## config.mk

```make
export PLATFORM = sky130hd
export DESIGN_NAME = ram4k_arbiter
export DESIGN_NICKNAME = d
export VERILOG_FILES = /design/src/rtl/ram4k_arbiter_pkg.sv /design/src/rtl/ram4k_arbiter_arb2_pick.sv /design/src/rtl/ram4k_arbiter.sv
export SDC_FILE = /design/constraint.sdc
export NUM_CORES = 1
export LEC_CHECK = 0
export ABC_AREA = 0
export CAP_MARGIN = 20
export CORE_ASPECT_RATIO = 2
export CORE_UTILIZATION = 34
export CTS_CLUSTER_SIZE = 12
export DETAILED_ROUTE_END_ITERATION = 16
export HOLD_SLACK_MARGIN = 0.08
export PLACE_DENSITY = 0.86
export SLEW_MARGIN = 20
export SYNTH_ARGS = -nofsm -noshare
export SYNTH_HDL_FRONTEND = slang
export SYNTH_HIERARCHICAL = 1
export SYNTH_SLANG_ARGS = --single-unit
```

## constraint.sdc

```tcl
create_clock -name clk -period 2.13 [get_ports clk]
set_input_delay 0.426 -clock clk [delete_from_list [all_inputs] [get_ports clk]]
set_output_delay 0.426 -clock clk [all_outputs]
set_load 0.03 [all_outputs]
```

## src/rtl/ram4k_arbiter_pkg.sv

```systemverilog
// Shared definitions for the ram4k two-port arbiter.
//   state_t          : arbiter FSM encoding (IDLE, ACC_A, ACC_B)
//   PORT_A / PORT_B  : requester identifiers used by the grant logic and
//                      the round-robin pointer
package ram4k_arbiter_pkg;

  typedef enum logic [1:0] {
    ST_IDLE  = 2'd0,
    ST_ACC_A = 2'd1,
    ST_ACC_B = 2'd2
  } state_t;

  localparam logic PORT_A = 1'b0;
  localparam logic PORT_B = 1'b1;

endpackage

```

## src/rtl/ram4k_arbiter_arb2_pick.sv

```systemverilog
// arb2_pick: combinational two-way grant selection.
// Ports:
//   elig_a, elig_b : requester is eligible for a grant this cycle
//   last           : port granted most recently (round-robin pointer)
//   grant_valid    : at least one requester is eligible
//   grant_id       : port to be granted (meaningful when grant_valid)
// Build option ARB_FIXED_PRIO_EN: when defined, port A wins every tie and
// last is ignored; otherwise ties go to the port that was not served last.
module arb2_pick
  import ram4k_arbiter_pkg::*;
(
  input  logic elig_a,
  input  logic elig_b,
  input  logic last,
  output logic grant_valid,
  output logic grant_id
);

  always_comb begin
    grant_valid = elig_a | elig_b;
    grant_id    = PORT_A;
    if (elig_a && elig_b) begin
`ifdef ARB_FIXED_PRIO_EN
      grant_id = PORT_A;
`else
      grant_id = (last == PORT_A) ? PORT_B : PORT_A;
`endif
    end else if (elig_b) begin
      grant_id = PORT_B;
    end
  end

`ifdef ARB_FIXED_PRIO_EN
  logic unused_last;
  assign unused_last = last;
`endif

endmodule

```

## src/rtl/ram4k_arbiter.sv

```systemverilog
// ram4k_arbiter: shares one ram4k between a CPU port (A) and a DMA port (B).
// One RAM access per cycle; ties are broken round-robin (or fixed A priority
// when ARB_FIXED_PRIO_EN is defined, see arb2_pick).
// Ports:
//   clk, rst_n                  : clock (rising edge), async active-low reset
//   req_x, we_x, addr_x, wdata_x: request, held until ack_x (x = a, b)
//   ack_x                       : one-cycle completion pulse
//   rdata_x                     : read data, updated only when ack_x rises
//   ram_addr, ram_in, ram_load  : drive the ram4k address/in/load pins
//   ram_out                     : ram4k combinational read data
module ram4k_arbiter
  import ram4k_arbiter_pkg::*;
#(
  parameter int ADDR_W = 12,
  parameter int DATA_W = 16
) (
  input  logic              clk,
  input  logic              rst_n,
  input  logic              req_a,
  input  logic              we_a,
  input  logic [ADDR_W-1:0] addr_a,
  input  logic [DATA_W-1:0] wdata_a,
  output logic              ack_a,
  output logic [DATA_W-1:0] rdata_a,
  input  logic              req_b,
  input  logic              we_b,
  input  logic [ADDR_W-1:0] addr_b,
  input  logic [DATA_W-1:0] wdata_b,
  output logic              ack_b,
  output logic [DATA_W-1:0] rdata_b,
  output logic [ADDR_W-1:0] ram_addr,
  output logic [DATA_W-1:0] ram_in,
  output logic              ram_load,
  input  logic [DATA_W-1:0] ram_out
);

  state_t state, state_nxt;
  logic   last;
  logic   elig_a, elig_b;
  logic   grant_valid, grant_id;

  // A requester still sees its own req during the ack cycle (it drops req
  // only after seeing ack), so it is masked then to avoid a duplicate access.
  // It is also masked while its own access is in progress.
  assign elig_a = req_a & ~ack_a & (state != ST_ACC_A);
  assign elig_b = req_b & ~ack_b & (state != ST_ACC_B);

  arb2_pick u_pick (
    .elig_a      (elig_a),
    .elig_b      (elig_b),
    .last        (last),
    .grant_valid (grant_valid),
    .grant_id    (grant_id)
  );

  always_comb begin
    state_nxt = ST_IDLE;
    if (grant_valid) begin
      state_nxt = (grant_id == PORT_A) ? ST_ACC_A : ST_ACC_B;
    end
  end

  // RAM pin mux, purely from state so the RAM sees a full cycle of stable
  // address/data before the committing edge.
  always_comb begin
    ram_addr = '0;
    ram_in   = '0;
    ram_load = 1'b0;
    case (state)
      ST_ACC_A: begin
        ram_addr = addr_a;
        ram_in   = wdata_a;
        ram_load = we_a;
      end
      ST_ACC_B: begin
        ram_addr = addr_b;
        ram_in   = wdata_b;
        ram_load = we_b;
      end
      default: ;
    endcase
  end

  // State register, round-robin pointer and completion registers. The
  // ram_out sample happens at the same edge that commits a write, hence
  // read-before-write data on write acks.
  always_ff @(posedge clk or negedge rst_n) begin
    if (!rst_n) begin
      state   <= ST_IDLE;
      last    <= PORT_B;
      ack_a   <= 1'b0;
      ack_b   <= 1'b0;
      rdata_a <= '0;
      rdata_b <= '0;
    end else begin
      state <= state_nxt;
      if (grant_valid) begin
        last <= grant_id;
      end
      ack_a <= (state == ST_ACC_A);
      ack_b <= (state == ST_ACC_B);
      if (state == ST_ACC_A) begin
        rdata_a <= ram_out;
      end
      if (state == ST_ACC_B) begin
        rdata_b <= ram_out;
      end
    end
  end

endmodule
```

After elaboration in Yosys (flattened, before gate mapping)
Index checks and enable logic that the tools add are counted.
{ "totals": {"reg_bits": 37, "elab_cells": 26} }
{ "classes": {"bitwise": 7, "n_eq_ne": 4, "n_reduce_logical": 1, "mux": 8} }
{ "ops": {"columns": ["operator", "count"], "rows": [
  ["16-bit one-hot mux with 2 select lines", 1],
  ["12-bit one-hot mux with 2 select lines", 1],
  ["1-bit AND", 4],
  ["2-bit two-way mux", 2],
  ["1-bit two-way mux", 3],
  ["2-bit by 1-bit == test with 1-bit output, second input constant", 1],
  ["2-bit == test, second input constant", 1],
  ["2-bit by 1-bit != test with 1-bit output, second input constant", 1],
  ["2-bit != test, second input constant", 1],
  ["1-bit inverter", 2],
  ["1-bit one-hot mux with 2 select lines", 1],
  ["1-bit logical AND", 1],
  ["1-bit bitwise OR", 1]
]} }

Logic depth before layout (Yosys ltp)
{ "depth": {"word_depth": 7, "depth_mapped": 7, "depth_no_buf": 5} }

By module
The synthesis kept the hierarchy.
{ "modules_own_cells": {"columns": ["module", "cells_per_inst", "area_each_um2", "n_inst"], "rows": [
  ["ram4k_arbiter", 150, 1870.5, 1],
  ["arb2_pick", 2, 13.8, 1]
]} }

Least setup slack after synthesis
OpenSTA, ideal clock, no wires.
{ "synth_timing": {"kind": "reg2out", "start": "register state[0]", "end": "output ram_addr[10]", "arrival_ps": 1426, "slack_ps": 278, "t_required_ps": 1704, "stages_incl_launch_ff": 6, "path_cell_list": "dfrtp_1 -> inv_1 -> ha_1 -> buf_2 -> buf_2 -> nor2_1"} }
{ "synth_via": {"elab_chain_len": 2, "elab_cells_between_ends": 3, "classes_between": "2 x eq/ne; 1 x mux"} }
{ "synth_lines": {"columns": ["item", "line", "rtl"], "rows": [
  ["from (decl)", "ram4k_arbiter.sv:37", "state_t state, state_nxt;"],
  ["from (signal assigned)", "ram4k_arbiter.sv:96", "state <= state_nxt;"],
  ["2-bit == test or 2-bit by 1-bit == test with 1-bit output (tied branches)", "ram4k_arbiter.sv:69", "case (state)"],
  ["12-bit one-hot mux with 2 select lines (*)", "ram4k_arbiter.sv:69", null],
  ["to (decl)", "ram4k_arbiter.sv:31", "output logic [ADDR_W-1:0] ram_addr,"]
]} }
Mark *: on every way between the ends. The rest lies on a longest branch, timed or not.

Worst setup path in the final report
{ "layout_timing": {"start": "register state[0]", "end": "output ram_addr[5]"} }
The elaborated chain is that of the path after synthesis.

==> out/results.txt <==
Hold crit path type: input port to asynchronous set/reset pin
Yosys reg bits: 37
CP endpoint: ram_addr[5]
Hold Buf Count CTS: 0
Ant. Diodes: 0
Max Slew Vio Count: 0
Synth cell count leaders: dfrtp_1 (36), a22oi_1 (29), nor2_1 (29)
First-pass GRT wire length: 7990 um
R2r setup slk: 0.55 ns
Synth area leader: dfrtp_1
Fmax: 494 MHz
Final worst-path cycle share: 95.1%
Global route total overflow: 0
Worst slew pin tran: 0.782 ns
Cell Rows: 38
Port buffer count: 140
Minimum clock period: 2.03 ns
WL/cell: 16.0 um
Worst-path clk slew: 0.07 ns
Number of global-route vias before repair: 1762
WL final: 5630 um
Placed Cells incl. Taps: 344
Number of synthesized flops with an enable pin: 0
Distinct cell type count after synthesis: 18
Status: complete, no violations
Power Density: 1640 nW/um^2
Die X: 54.6 um
Endpoint class of the critical path: output pin
Top-area cell type share of the netlist area: 47.8%
Fin cells: 352
Initial Util: 35.1%
Worst Setup SP: state[0]
Clock Sink Count: 37
CTS tree: done
Vias: 1762
Initial drt markers: 25
Io pins: 141
Mapped Cells: 152
Largest net degree at the start of global routing: 38
Leakage power: 1.45 nW
Max Root-Sink Buffers: 2
Launching point of the worst reg2reg path: state[0]
Worst slew margin: 47.8%
Clock H-tree levels: 2
Synth warn: 6
Layout area overhead: 79.1%
Clock skew: 0.00436 ns
RD Place Congestion: 0.774
CP arrival: 1.60 ns
Hold Fails Final Rpt: 0
Post-layout nets: 372
GRT Overall Usage: 18.9%
DRC: 0
Mean post-synth cell area: 12.4 um^2
Post-CTS setup buffer count: 0
CP startpoint kind: flip-flop
Ys flop type: dfrtp_1
Async SR Flop Fraction: 100%
Clock Root Buffer: clkbuf_8
ANT nets after route: 0
Post-Route Setup TNS: 0 ns
Crit path required time: 1.70 ns
Worst-case reg-to-reg path depth: 5
DIE AREA: 5860 um^2
Peak supply drop: 1210 uV
Total of max-cap violations: 0
Post-synthesis sequential area ratio: 49.2%
Core ar.: 5370 um^2
Ratio of cells with drive above 1 in the final layout: 26.7%
Critical path class: flip-flop to output pin
Die Y: 107 um
Syn nets: 233
Initial DRT Pass Iterations: 4
Worst-Skew Late Latency: 0.28 ns
Vias per cell: 5.01
Top area cells in the synthesized netlist: dfrtp_1 (48%), mux2_4 (14%), a22oi_1 (12%)
Post-DP HPWL: 4350 um
Worst reg2reg endpoint: last
Post-CTS sizing: 0
RSZ-0062 raised after global routing: no
CTS buffer count: 5
Synth Cell Area: 1880 um^2
Worst Path Max Fanout: 28
Setup violators final: 0
Antenna violations before repair: 0
Most numerous cell in the Yosys netlist: dfrtp_1
==> worst max-delay path: stages (launching register included) <==
cell     delay (ns)
dfrtp_1        0.40
inv_1          0.08
ha_1           0.24
buf_12         0.18
a22oi_1        0.18
nor2_1         0.06
buf_4          0.17
==> area by class of cell <==
class                      instances  area (um^2)
clock buffer                       7         86.3
clock inverter                     1         30.0
fill                             451         2000
inverter                           2         7.51
multi-input combinational        100          862
sequential                        37          927
tap                               60         75.1
timing repair buffer             145         1390
==> worst min-delay path by stage <==
stage                startpoint     endpoint  cells past startpoint
detailed placement  rdata_b[11]  rdata_b[11]                      1
global route              rst_n  rdata_b[14]                      1
floorplan                 rst_n        ack_a                      0
finish                    rst_n  rdata_b[14]                      1
global placement     rdata_b[1]   rdata_b[1]                      1
CTS                       rst_n  rdata_a[10]                      1
==> flip-flops by register name (all words and copies together) (netlist names) <==
name,flops
ack_a,1
ack_b,1
last,1
rdata_a,16
rdata_b,16
state,2
==> stage by stage <==
step	hold slack [ns]	cell area [um^2]	power, mW	setup slack (ns)	util [%]
finish	0.219	3370	5.52	0.104	62.8
global route	0.290	3370	5.83	0.00352	62.8
CTS	0.251	3360	5.55	0.0268	62.5
detailed placement	0.492	3240	4.91	0.344	60.4
global placement	0.489	3240	4.85	0.371	60.4
floorplan	0.130	1880	3.58	0.278	-
==> power breakdown <==
group / switching (mW) / internal, mW / leakage [nW] / total, mW
registers: 0.202 / 1.07 / 0.439 / 1.27
clock network: 0.242 / 0.382 / 0.0585 / 0.624
logic: 1.96 / 1.67 / 0.955 / 3.63
total: 2.41 / 3.12 / 1.45 / 5.52
==> cells in the final DEF (no fill, tap or decap) <==
master           synthesis  layout
inv_1                    2       2
clkdlybuf4s50_1          0     110
nor3b_1                  2       2
a22oi_1                 29      28
mux2_4                  18      18
nor2b_1                  1       1
dfrtp_1                 36      36
and2_1                   1       1
bufinv_16                0       1
clkbuf_1                 1       1
or2_1                    1       1
buf_2                    5       1
ha_1                     3       2
ha_4                     0       1
buf_12                   1       2
a21boi_1                 1       1
a22oi_2                  0       1
dfstp_2                  1       1
clkbuf_8                 0       6
mux2_2                  15      15
nor2_1                  29      29
buf_4                    3      32
==> per-layer routing <==
metal | vias up | GRT usage [%] | part of all wire (%)
li1 | 817 | - | -
met3 | 6 | 2.97 | 7.8
met1 | 853 | 18.8 | 33
met5 | - | 0 | 0
met2 | 86 | 36.0 | 57
met4 | 0 | 6.41 | 1.3
==> cells by family after synthesis <==
logic type,after synthesis,share of synthesized area [%]
AO/OA/AOI/OAI,30,12.0
adder cells (fa/ha/maj),3,1.99
buffers and inverters,15,5.98
flip-flops,37,49.2
multiplexers,33,23.3
AND/OR/NAND/NOR,34,7.57
(Power assumes the default switching activity.)
